--- src/rtl/dmem_arbiter.sv ---
// dmem_arbiter: two-port arbiter and access sequencer for the data memory.
// Port 0 is the CPU load/store stage, port 1 the debug/loader port. Each
// access takes IDLE -> ACCESS -> RESP (rejected accesses skip ACCESS).
// Optional build macro: DMEM_ARB_FIXED_PRI_EN gives port 0 fixed priority
// on simultaneous requests; left undefined, simultaneous requests alternate.
module dmem_arbiter #(
  parameter int MEM_BYTES = 128
) (
  input  logic        CLK,
  input  logic        Reset,
  input  logic        Req0,
  input  logic        Req1,
  input  logic        WE0,
  input  logic        WE1,
  input  logic [31:0] Addr0,
  input  logic [31:0] Addr1,
  input  logic [31:0] WData0,
  input  logic [31:0] WData1,
  output logic        Ack0,
  output logic        Ack1,
  output logic [31:0] RData,
  output logic        Err,
  output logic        mem_RD,
  output logic        mem_WR,
  output logic [31:0] mem_DAddr,
  output logic [31:0] mem_DataIn,
  input  logic [31:0] mem_DataOut
);

  typedef enum logic [1:0] {IDLE, ACCESS, RESP} state_t;

  // Highest legal word address, compared as a full 32-bit unsigned value.
  localparam logic [31:0] MaxAddr = 32'(MEM_BYTES - 4);

  state_t      state;
  logic        lat_port;   // winning port of the access in flight
  logic        lat_we;     // latched direction of the access in flight

`ifndef DMEM_ARB_FIXED_PRI_EN
  logic        pri;        // 0 favours port 0, 1 favours port 1
`endif

  logic        any_req;
  logic        grant1;
  logic        sel_we;
  logic [31:0] sel_addr;
  logic [31:0] sel_wdata;
  logic        sel_legal;

  // Pick the winner among the pending requests and check its address.
  always_comb begin
    // NOTE: every signal written here gets a default first so no path can
    // leave it unassigned, which would otherwise infer a latch.
    any_req   = Req0 | Req1;
    grant1    = 1'b0;
    sel_we    = WE0;
    sel_addr  = Addr0;
    sel_wdata = WData0;
    sel_legal = 1'b0;
`ifdef DMEM_ARB_FIXED_PRI_EN
    grant1 = Req1 & ~Req0;
`else
    grant1 = Req1 & (~Req0 | pri);
`endif
    if (grant1) begin
      sel_we    = WE1;
      sel_addr  = Addr1;
      sel_wdata = WData1;
    end
    sel_legal = (sel_addr[1:0] == 2'b00) && (sel_addr <= MaxAddr);
  end

  // Access sequencer; all outputs are registered so the memory sees clean
  // strobes with address and data stable for the whole ACCESS cycle.
  // mem_DAddr/mem_DataIn double as the latched address and data registers:
  // they are only loaded for legal accesses, so they hold otherwise.
  always_ff @(posedge CLK) begin
    // NOTE: state registers use non-blocking assignments so every register
    // samples pre-edge values and ordering between statements cannot matter.
    if (Reset) begin
      state      <= IDLE;
      lat_port   <= 1'b0;
      lat_we     <= 1'b0;
      Ack0       <= 1'b0;
      Ack1       <= 1'b0;
      Err        <= 1'b0;
      RData      <= 32'h0;
      mem_RD     <= 1'b0;
      mem_WR     <= 1'b0;
      mem_DAddr  <= 32'h0;
      mem_DataIn <= 32'h0;
`ifndef DMEM_ARB_FIXED_PRI_EN
      pri        <= 1'b0;
`endif
    end else begin
      case (state)
        IDLE: begin
          if (any_req) begin
            lat_port <= grant1;
            lat_we   <= sel_we;
            if (sel_legal) begin
              mem_DAddr  <= sel_addr;
              mem_DataIn <= sel_wdata;
              mem_RD     <= ~sel_we;
              mem_WR     <= sel_we;
              state      <= ACCESS;
            end else begin
              // Rejected: answer immediately, never touch the memory.
              Ack0  <= ~grant1;
              Ack1  <= grant1;
              Err   <= 1'b1;
              RData <= 32'h0;
              state <= RESP;
            end
          end
        end
        ACCESS: begin
          mem_RD <= 1'b0;
          mem_WR <= 1'b0;
          RData  <= lat_we ? 32'h0 : mem_DataOut;
          Err    <= 1'b0;
          Ack0   <= ~lat_port;
          Ack1   <= lat_port;
          state  <= RESP;
        end
        RESP: begin
          Ack0  <= 1'b0;
          Ack1  <= 1'b0;
          Err   <= 1'b0;
`ifndef DMEM_ARB_FIXED_PRI_EN
          pri   <= ~lat_port;
`endif
          state <= IDLE;
        end
        default: state <= IDLE;
      endcase
    end
  end

endmodule

--- config.mk ---
export PLATFORM = sky130hd
export DESIGN_NAME = dmem_arbiter
export DESIGN_NICKNAME = d
export VERILOG_FILES = /design/src/rtl/dmem_arbiter.sv
export SDC_FILE = /design/constraint.sdc
export NUM_CORES = 1
export LEC_CHECK = 0
export BUFFER_PORTS_ARGS = -buffer_cell sky130_fd_sc_hd__buf_2
export CAP_MARGIN = 10
export CORE_MARGIN = 3
export CORE_UTILIZATION = 30
export CTS_BUF_LIST = sky130_fd_sc_hd__clkbuf_8
export CTS_CLUSTER_DIAMETER = 40
export DETAILED_ROUTE_END_ITERATION = 12
export GPL_ROUTABILITY_DRIVEN = 0
export SLEW_MARGIN = 25
export SYNTH_ARGS = -nofsm -noshare
export SYNTH_HDL_FRONTEND = slang
export SYNTH_SLANG_ARGS = --single-unit
--- constraint.sdc ---
create_clock -name CLK -period 1.9 [get_ports CLK]
set_input_delay 0.38 -clock CLK [delete_from_list [all_inputs] [get_ports CLK]]
set_output_delay 0.38 -clock CLK [all_outputs]
set_load 0.05 [all_outputs]
# After elaboration in Yosys (flattened, before gate mapping)
# Cells that the tools add are included.
# totals
input_bits	166
out_inout_bits	101
wordCells	63
regBits	106
# classes
bitwise_logic	7
order_cmp	1
n_eq_ne	5
mux	25
reduce_logical	13
# op_table
cell	n
2-to-1 mux 32 bit	5
case mux 32 bit (2 select lines)	1
<= comparator 32 x 7 -> 1 bit (second input constant)	1
AND reduction 3 bit	5
2-to-1 mux 1 bit	11
inequality test 2 bit (second input constant)	3
case mux 1 bit (2 select lines)	3
case mux 1 bit (3 select lines)	2
logical NOT 2 bit	2
2-to-1 mux 2 bit	2
NOT 1 bit	4
case mux 2 bit (2 select lines)	1
nonzero test 2 bit	2
nonzero test 3 bit	1
== test 2 x 1 -> 1 bit (second input constant)	1
== test 2 bit (second input constant)	1
OR 1 bit	2
AND reduction 2 bit	1
OR reduction 2 bit	1
AND 1 bit	1
logical AND 1 bit	1

# Depth between registers and ports, before layout
# depth
word_depth	9
depth_mapped	8
ltp_nobuf	7

# Worst setup path before layout
# No wires, ideal clock.
# synth_path
path_type	in2reg
start	input Addr1[12]
end	register mem_DAddr[2]
cell_stages	6
n_path_buf	1
arrival_ns	1.968
setup_slack_ns	-0.128
required_ns	1.841
setup_time_ns	0.059
cell_sequence	nor4_1 -> nand4_1 -> or4_4 -> a21oi_4 -> buf_6 -> o211a_1
# synth_via
elab_chain_len	4
# synth_rtl
item	line	text
start, declared	16	input logic [31:0] Addr1,
2-to-1 mux 32 bit	65	if (grant1) begin
<= comparator 32 x 7 -> 1 bit	70	sel_legal = (sel_addr[1:0] == 2'b00) && (sel_addr <= MaxAddr);
logical AND 1 bit	70	
AND reduction 3 bit (no line)	-	
end signal, assigned	102	mem_DAddr <= sel_addr;
end, declared	25	output logic [31:0] mem_DAddr,
# Every way passes these cells.
# A chain may end at the register's enable or synchronous reset.

# Final worst setup path
# layout_path
start	input Addr0[19]
end	register mem_DataIn[15]
# layout_via
elab_chain_len	4
# layout_rtl
item	line	text
start, declared	15	input logic [31:0] Addr0,
2-to-1 mux 32 bit	65	
<= comparator 32 x 7 -> 1 bit	70	
logical AND 1 bit	70	
AND reduction 3 bit (no line)	-	
end signal, assigned	103	mem_DataIn <= sel_wdata;
end, declared	26	output logic [31:0] mem_DataIn,
# Every way passes these cells.

==> out/summary.log <==
INFO  logic_synthesis post_syn_area_per_cell=9.16um^2
INFO  logic_synthesis synth_flop_cell=dfxtp_1
INFO  placement      port_buf_inserts=266
INFO  logic_synthesis seq_area_frac_synth=45.4%
INFO  layout         n_antenna_cell=0
INFO  logic_synthesis asyncSetResetFlopFracSynth=0%
INFO  setup_path     cp_top_family=simple AND/OR/NAND/NOR gates
INFO  setup_path     timing.critical_path.required=2210ps
INFO  setup_path     critical_path_peak_fanout=8
INFO  logic_synthesis postSynthRegisterBits=106
INFO  clock_tree     h-tree-depth=3
INFO  sta            timing_max_transition_violations_final=0
INFO  clock_tree     cts_made_buffers=9
INFO  sta            worst_slew_margin_rel=72.9%
INFO  placement      pre_cts_ws=-626ps
INFO  layout         layout.cells.most_common=buf_2
INFO  die            dieArea=17100um^2
INFO  worst_hold_path cell_depth_of_the_worst_min_delay_path=3
INFO  logic_synthesis synth.net_count=680
INFO  sta            setup_ws=-41.7ps
INFO  power          report.power.total=0.00431W
INFO  placement      numPlacedInstances=949
INFO  logic_synthesis yosysWarningCount=0
INFO  clock_tree     clockRootBuffer=clkbuf_8
INFO  routing        drt-total-wl=16.0mm
INFO  setup_path     cpPeakStageDelay=530ps
INFO  die            core=14900um^2
INFO  routing        route.antenna.remaining_nets=0
INFO  logic_synthesis yosysUniqueCellTypes=42
INFO  clock_tree     hold_buffers=0
INFO  layout         postLayoutCellArea=6970um^2
INFO  routing        vias=4763
INFO  clock_tree     cts_max_path_buffers=2
INFO  logic_synthesis netlist_instances=510
INFO  clock_tree     clk_pin_slew=110ps
INFO  setup_path     crit_cells=9
INFO  routing        avgViaCountPerCell=4.87
INFO  global_route   grt_overflow_total=0
INFO  layout         multi_input_area=2430um^2
INFO  outcome        status=complete, but fails checks
INFO  sta            rsz0062_at_grt=true
INFO  power          power_per_standard_cell_area=619nW/um^2
INFO  clock_tree     cts_tree=done
INFO  sta            timing.setup.tns=-430ps
INFO  sta            final-hold-violation-count=0
INFO  setup_path     cp_slowest_cell=or4_4
INFO  routing        drt_pass1_iterations=4
INFO  global_route   grt_start_max_net_pins=40
INFO  clock_tree     worst_skew_pair.late_latency=370ps
INFO  routing        post-route-drc-count=0
INFO  job            cap_viol_max_count=0
INFO  global_route   track_usage=17.0%
INFO  layout         share_of_final_layout_standard_cells_stronger_than_drive_strength_1=44.6%
INFO  setup_path     worstSetupStartpointType=primary input
INFO  die            io_pins=267
INFO  die            initial_core_util=31.4%
INFO  logic_synthesis synthesis.area=4670um^2
INFO  worst_hold_path min_path_type=in2reg
INFO  setup_path     timing.critical_path.cells=buf_6 -> nor4_4 -> nand4_1 -> buf_4 -> or4_4 -> a21oi_4 -> buf_12 -> clkbuf_16 -> o211a_1
INFO  layout         final_net_count=960
INFO  setup_path     worst-path-buf-inv=4
INFO  layout         syn_to_final_growth=49.0%
INFO  setup_path     crit_path_end_kind=flip-flop
INFO  layout         n_fill_cell=1463
INFO  layout         finish.cell_count_without_fillers=978
INFO  sta            worst_slew_pin_slew=406ps
INFO  setup_path     worstPathArrival=2260ps
INFO  sta            skew=12.7ps
INFO  die            floorplan.rows=44
INFO  global_route   grt_pass1_wl=23.0mm
INFO  setup_path     crit_type=in2reg
INFO  die            die_width=131um
INFO  routing        avgRoutedWirePerCell=16.4um
INFO  logic_synthesis synth-edff-count=0
INFO  layout         final_cell_mix=buf_2 (262), nand2_1 (145), dfxtp_1 (106)
INFO  die            chipHeight=131um
INFO  clock_tree     cts_num_sinks=106
INFO  sta            post-route-period-util=102%
INFO  placement      post_detailed_placement_half_perimeter_wirelength=11.2mm
INFO  power          leakage=3.85nW
INFO  setup_path     worstRegToRegCells=7
INFO  placement      postPlaceCellArea=6440um^2
INFO  routing        detailedRoute.firstIterationViolations=172
INFO  sta            period_minus_slack=1940ps
INFO  sta            setup_viol=26
INFO  sta            timing.fmax=0.515GHz
INFO  outcome        violated_checks=setup timing
INFO  global_route   grt_pass1_vias=4462
INFO  layout         layout.area.seq=2120um^2
INFO  global_route   antenna_found_initial=0
INFO  power          irDropWorstVdd=0.284mV
[synth_stat cells, drive strengths merged, types with 2 or more instances]
cell     number  area, um^2
and3         29         181
a21oi         3        26.3
nand4b        2        17.5
ha            4        50.1
inv           6        22.5
o211ai        2        15.0
nor4         14         161
nand2       146         548
or3           3        18.8
or4           2        22.5
nand3         3        15.0
a211oi        2        15.0
nand4         3        18.8
o2111ai      37         324
mux2i        35         350
nand2b        3        18.8
o21ai         2        10.0
dfxtp       106        2120
clkbuf       34         128
a221oi        2        17.5
nor2b         3        18.8
buf          10        66.3
nor2         11        41.3
o211a        37         370
[final timing paths]
path	startpoint	endpoint	slack [ps]
worst max-delay path	Addr0[19]	mem_DataIn[15]$_SDFFE_PP0P_	-40
worst min-delay path	mem_DataOut[24]	RData[24]$_SDFFE_PP0P_	240
worst max register to register	pri$_SDFFE_PP0N_	mem_DataIn[15]$_SDFFE_PP0P_	40
worst min register to register	RData[5]$_SDFFE_PP0P_	RData[5]$_SDFFE_PP0P_	460
[kinds of logic (layout without fill, tap and decap cells)]
kind of cell	count (synthesis)	after routing	share of synthesized area, %
multiplexers	35	35	7.50
flip-flops	106	106	45.4
buffers and inverters	50	334	4.63
AO/OA/AOI/OAI	92	92	18.1
adder cells (fa/ha/maj)	4	4	1.07
AND/OR/NAND/NOR	223	223	23.3
[report_power, final]
part           leakage (nW)  switching [W]  internal [W]  total [W]
clock network        0.0854       0.000802      0.000475    0.00128
logic                  2.90       0.000414      0.000359   0.000773
registers             0.855      0.0000158       0.00224    0.00226
[area by class of cell]
cell class,instances,share of cell area (%)
timing repair buffer,313,28.6
tap,184,3.31
inverter,6,0.323
clock inverter,6,0.629
sequential,106,30.5
multi-input combinational,354,34.9
clock buffer,9,1.78
[flip-flops by register name, indices dropped and copies added, names as in the netlist]
signal	flops
RData	32
mem_DAddr	32
mem_DataIn	32
state	2
Ack0	1
Ack1	1
Err	1
lat_port	1
lat_we	1
mem_RD	1
mem_WR	1
pri	1
[through the flow]
step / utilization [%] / hold slack, ps
after floorplan: - / 451
after global placement: 43.3 / 440
after detailed placement: 43.3 / 446
after CTS: 44.6 / 206
after global routing: 46.9 / 219
final: 46.9 / 240
[repair_timing]
action | CTS | global route
cloned | 0 | 8
pin swaps | 0 | 15
resized for setup | 2 | 17
endpoints found under the setup margin | 101 | 96
setup buffers | 0 | 7
[tightest hold or removal path, cell delays in order]
cell	delay [ps]
buf_2	90
nand2_1	40
mux2i_1	50
[metal layers]
metal	vias to the layer above	track usage [%]	wire [um]
met2	180	27.7	7870
met4	0	5.99	258
met1	2163	21.9	6790
met3	17	4.23	1130
met5	-	0	0
li1	2403	-	-
Note: power is estimated with default switching activity, not from simulation.
